==> src/rtl/spdif_tx_ctrl.sv <==
// S/PDIF sample scheduler: buffers one stereo pair, answers L/R pops, builds channel-status block.
// Latency: ack_o/data_o one cycle after pop_i; cdata_o one cycle after cfg_load_i.
// Backpressure: in_ready_o low while the pair buffer is full unless its right sample is served now.
// Optional SPDIF_TX_CTRL_HOLD_EN: mute repeats the last acked sample instead of zero.
module spdif_tx_ctrl #(
  parameter int CNT_W = 16
) (
  input  logic             clk,
  input  logic             rst,
  input  logic             en_i,
  input  logic             in_valid_i,
  output logic             in_ready_o,
  input  logic [47:0]      in_data_i,
  input  logic [1:0]       pop_i,
  output logic [1:0]       ack_o,
  output logic [47:0]      data_o,
  output logic [191:0]     cdata_o,
  output logic [191:0]     udata_o,
  input  logic             cfg_load_i,
  input  logic             cfg_copy_i,
  input  logic             cfg_preemph_i,
  input  logic [3:0]       cfg_fs_i,
  input  logic [3:0]       cfg_wlen_i,
  output logic             underrun_o,
  output logic [CNT_W-1:0] underrun_cnt_o,
  output logic [CNT_W-1:0] syncerr_cnt_o
);

  typedef enum logic [1:0] {EXP_L, EXP_R_LIVE, EXP_R_MUTE} state_t;

  localparam logic [CNT_W-1:0] CNT_ONE = 1;

  state_t        state, state_nxt;
  logic [47:0]   pair_q;
  logic          pair_vld;
  logic          pop_l, pop_r;
  logic          live_l, live_r, underrun_ev, syncerr_ev;
  logic [23:0]   mute_l, mute_r;
  logic [191:0]  cfg_blk;

  // Simultaneous pops are treated as a left pop.
  assign pop_l = pop_i[0];
  assign pop_r = pop_i[1] & ~pop_i[0];

  assign in_ready_o = ~rst & en_i & (~pair_vld | live_r);
  assign udata_o    = '0;

`ifdef SPDIF_TX_CTRL_HOLD_EN
  assign mute_l = en_i ? data_o[23:0]  : 24'h000000;
  assign mute_r = en_i ? data_o[47:24] : 24'h000000;
`else
  assign mute_l = 24'h000000;
  assign mute_r = 24'h000000;
`endif

  always_ff @(posedge clk) begin
    if (rst) state <= EXP_L;
    else     state <= state_nxt;
  end

  always_comb begin
    state_nxt = state;
    if (!en_i) begin
      state_nxt = EXP_L;
    end else begin
      case (state)
        EXP_L: begin
          if (pop_l) state_nxt = pair_vld ? EXP_R_LIVE : EXP_R_MUTE;
        end
        default: begin
          if (pop_l)      state_nxt = EXP_R_MUTE;
          else if (pop_r) state_nxt = EXP_L;
        end
      endcase
    end
  end

  always_comb begin
    live_l      = 1'b0;
    live_r      = 1'b0;
    underrun_ev = 1'b0;
    syncerr_ev  = 1'b0;
    if (en_i) begin
      case (state)
        EXP_L: begin
          live_l      = pop_l & pair_vld;
          underrun_ev = pop_l & ~pair_vld;
          syncerr_ev  = pop_r | (pop_i == 2'b11);
        end
        EXP_R_LIVE: begin
          live_r     = pop_r;
          syncerr_ev = pop_l;
        end
        EXP_R_MUTE: begin
          syncerr_ev = pop_l;
        end
        default: ;
      endcase
    end
  end

  // IEC bit n lives at cdata_o[191-n], so multi-bit fields appear bit-reversed.
  always_comb begin
    cfg_blk          = '0;
    cfg_blk[189]     = cfg_copy_i;
    cfg_blk[188]     = cfg_preemph_i;
    cfg_blk[167:164] = {cfg_fs_i[0], cfg_fs_i[1], cfg_fs_i[2], cfg_fs_i[3]};
    cfg_blk[159:156] = {cfg_wlen_i[0], cfg_wlen_i[1], cfg_wlen_i[2], cfg_wlen_i[3]};
  end

  always_ff @(posedge clk) begin
    if (rst) begin
      ack_o          <= 2'b00;
      data_o         <= '0;
      underrun_o     <= 1'b0;
      underrun_cnt_o <= '0;
      syncerr_cnt_o  <= '0;
      pair_q         <= '0;
      pair_vld       <= 1'b0;
      cdata_o        <= '0;
    end else begin
      ack_o      <= {pop_r, pop_l};
      underrun_o <= underrun_ev;
      if (pop_l) data_o[23:0]  <= live_l ? pair_q[23:0]  : mute_l;
      if (pop_r) data_o[47:24] <= live_r ? pair_q[47:24] : mute_r;
      if (underrun_ev && (underrun_cnt_o != '1)) underrun_cnt_o <= underrun_cnt_o + CNT_ONE;
      if (syncerr_ev && (syncerr_cnt_o != '1))   syncerr_cnt_o  <= syncerr_cnt_o + CNT_ONE;
      if (!en_i) begin
        pair_vld <= 1'b0;
      end else if (in_valid_i && in_ready_o) begin
        pair_q   <= in_data_i;
        pair_vld <= 1'b1;
      end else if (live_r) begin
        pair_vld <= 1'b0;
      end
      if (cfg_load_i) cdata_o <= cfg_blk;
    end
  end

endmodule

==> config.mk <==
export PLATFORM = sky130hd
export DESIGN_NAME = spdif_tx_ctrl
export DESIGN_NICKNAME = d
export VERILOG_FILES = /design/src/rtl/spdif_tx_ctrl.sv
export SDC_FILE = /design/constraint.sdc
export NUM_CORES = 1
export LEC_CHECK = 0
export BUFFER_PORTS_ARGS = -buffer_cell sky130_fd_sc_hd__buf_2
export CAP_MARGIN = 20
export CORE_AREA = 2 2 206 208
export DETAILED_ROUTE_END_ITERATION = 10
export DIE_AREA = 0 0 208 210
export SLEW_MARGIN = 20
export SYNTH_ARGS = -nofsm -noshare
export SYNTH_HDL_FRONTEND = slang
export SYNTH_SLANG_ARGS = --single-unit
==> constraint.sdc <==
create_clock -name clk -period 4 [get_ports clk]
set_input_delay 0.4 -clock clk [delete_from_list [all_inputs] [get_ports clk]]
set_output_delay 0.4 -clock clk [all_outputs]
set_load 0.05 [all_outputs]
==> flow_summary_export.csv <==
group,metric,value,unit
status,status,"completed",
timing,period_share,56.1,%
cts,postCtsSetupRepairBufs,0,
synth,ys_types,43,
cts,numCtsBuffers,17,
job,max_cap_viol_count,0,
drt,viasPerCell,3.45,
synth,synth_area,0.00844,mm^2
die,die_w,208,um
synth,syn_inst,974,
power_and_ir_drop,irDropWorstVdd,0.266,mV
global_route,grt_pass1_vias,4843,
synth,async_flop_share,0,%
cts,clockRootBuffer,"clkbuf_16",
drt,wl_per_cell,10.8,um
cts,clk_latency,0.42,ns
place,dpl-instance-area,0.00842,mm^2
timing,period_needed,2.24,ns
drt,ant_nets,0,
die,rows,75,
global_route,overflow,0,
synth,ys_warn_count,0,
die,io_pins,533,
cts,cts_buffer_depth,2,
critical_path,critPathMaxFanout,8,
cts,cts.sink_count,144,
timing,worst_pin_slew,0.705,ns
finish,fin_nets,1188,
finish,fin_util,21.9,%
critical_path,worstSetupEndpointType,"register",
place,place_congestion,0.737,
synth,synth_edf_count,0,
finish,postLayoutCellArea,0.00908,mm^2
critical_path,critPathArrivalTime,2.53,ns
drt,drtIter0Drc,302,
synth,yosysSeqAreaShare,34.2,%
power_and_ir_drop,leakagePower,4.24,nW
global_route,antenna_found_initial,2,
cts,cts_max_level,4,
synth,avgSynthCellArea,8.67,um^2
drt,firstDrtPassIters,4,
global_route,grt_max_degree,58,
finish,stdcell_count,1670,
cts,postCtsResizedCells,0,
timing,drv_slew,0,
place,numPortBuffers,158,
die,core_area,0.0415,mm^2
finish,antenna_cells,0,
global_route,grt_pass1_wl,26.3,mm
die,initial_core_util,20.3,%
global_route,grt_use_total,7.56,%
place,dp_hpwl,13.5,mm
cts,tritoncts,"done",
finish,syn2layout_area_growth,7.53,%
timing,setup_tns,0,ns
critical_path,start_kind,"register",
cts,clkSlewWorstSetupHoldPaths,0.06,ns
power_and_ir_drop,powerDensity,464,mW/mm^2
timing,hold_viol_final,0,
drt,routed_wl,18.0,mm
die,die_y,210,um
timing,clock.fmax,0.446,GHz
timing,fin_skew,0.00848,ns
timing,holdWs,0.210,ns
timing,timing.max_slew.rel_slack,52.6,%
die,die-area,0.0437,mm^2
critical_path,worstSetupPathType,"reg2reg",
cts,cts_hold_buffers,0,
min_path,min_path_type,"in2reg",
finish,drive_gt1_share,18.2,%
timing,rsz0062_at_grt,"false",
drt,vias,5758,
finish,nFillCells,4631,
timing,setup_viol,0,
synth,ys.flop_type,"dfxtp_1",
critical_path,required,4.29,ns
place,dp.cells,1638,
drt,drcViolationCount,0,
synth,ys_ff_latch,144,
## critical path, stage by stage (launching register included)
cell and delay [ns]:
dfxtp_1 0.44, ha_1 0.26, nand4_2 0.17, or4b_1 0.68, o311ai_0 0.42, o41ai_1 0.13
## cell usage after synthesis (3+ instances only)
cell / count / area [um^2]
nor2b_1: 29 / 181
mux2_2: 3 / 33.8
nand2b_1: 4 / 25.0
inv_1: 9 / 33.8
mux2i_1: 59 / 591
and4_1: 7 / 61.3
buf_4: 377 / 2830
or4_1: 14 / 105
or3_1: 6 / 37.5
o21ai_0: 8 / 40.0
nand3_1: 13 / 65.1
a21oi_1: 51 / 255
a22oi_1: 24 / 180
o311ai_0: 3 / 26.3
o41ai_1: 3 / 26.3
ha_1: 5 / 62.6
buf_2: 7 / 35.0
clkbuf_1: 27 / 101
o31ai_1: 16 / 120
dfxtp_1: 144 / 2880
and3_1: 5 / 31.3
nand4_1: 8 / 50.1
nor2_1: 117 / 439
nand2_1: 11 / 41.3
## cell families (layout without fill, tap and decap cells)
| family | count (synthesis) | count (layout) | synth area share, % |
|---|---|---|---|
| fa+ha+maj | 5 | 5 | 0.741 |
| simple gates | 231 | 231 | 13.9 |
| buf+inv | 422 | 206 | 35.6 |
| flops | 144 | 144 | 34.2 |
| other cells | 1 | 374 | 0.0444 |
| compound gates | 109 | 109 | 8.09 |
| mux | 62 | 62 | 7.40 |
## final cells by class
class                   count  area (um^2)  area share, %
inverters                   9         33.8          0.372
repair buffers            165          866           9.54
clock buffers              20          447           4.92
well taps                 539          674           7.43
flip-flops and latches    144         2880           31.8
clock inverters            12          205           2.26
multi-input cells         781         3970           43.7
## path summary, 6_finish.rpt
path | startpoint | to | slack [ns] | depth (start not counted)
worst min-delay path | in_valid_i | pair_vld | 0.21 | 3
worst max-delay path | syncerr_cnt_o[1] | syncerr_cnt_o[10] | 1.76 | 5
worst min register to register | underrun_cnt_o[14] | underrun_cnt_o[14] | 0.49 | 1
worst max register to register | syncerr_cnt_o[1] | syncerr_cnt_o[10] | 1.76 | 5
## power by group
group          switching (mW)  internal [mW]
Clock                   0.643           1.13
Combinational           0.895         0.0678
Sequential             0.0167           1.46
## state kept, by name, summed over array words and instances, names as in the netlist
| signal | cells |
|---|---|
| underrun_o | 1 |
| pair_q | 48 |
| pair_vld | 1 |
| data_o | 48 |
| ack_o | 2 |
| syncerr_cnt_o | 16 |
| underrun_cnt_o | 16 |
| cdata_o | 10 |
| state | 2 |
## routing by layer
metal  wire [um]  GRT usage (%)
met5          27              0
met4         254           2.62
met3        1730           3.32
met2        9220           13.2
met1        6760           8.10
## stage by stage
step	power [mW]	worst slack (ns)
6_report	4.21	1.76
3_3_place_gp	2.46	1.50
4_1_cts	4.25	1.77
3_5_place_dp	2.47	1.51
5_1_grt	4.35	1.66
2_1_floorplan	2.68	1.67
## cells in the final DEF, fill, tap and decap left out, types with 3 or more instances in the layout
cell	netlist	final
conb_1	1	374
buf_2	7	157
dfxtp_1	144	144
nor2_1	117	115
mux2i_1	59	59
a21oi_1	51	51
nor2b_1	29	29
a22oi_1	24	24
clkbuf_16	0	17
o31ai_1	16	16
or4_1	14	14
nand3_1	13	13
nand2_1	11	11
inv_1	9	9
o21ai_0	8	8
nand4_1	8	8
and4_1	7	7
or3_1	6	6
buf_4	377	6
and3_1	5	5
ha_1	5	5
bufinv_16	0	5
nand2b_1	4	4
o311ai_0	3	3
o41ai_1	3	3
mux2_2	3	3
No activity file was read; power rests on OpenSTA's default activity.
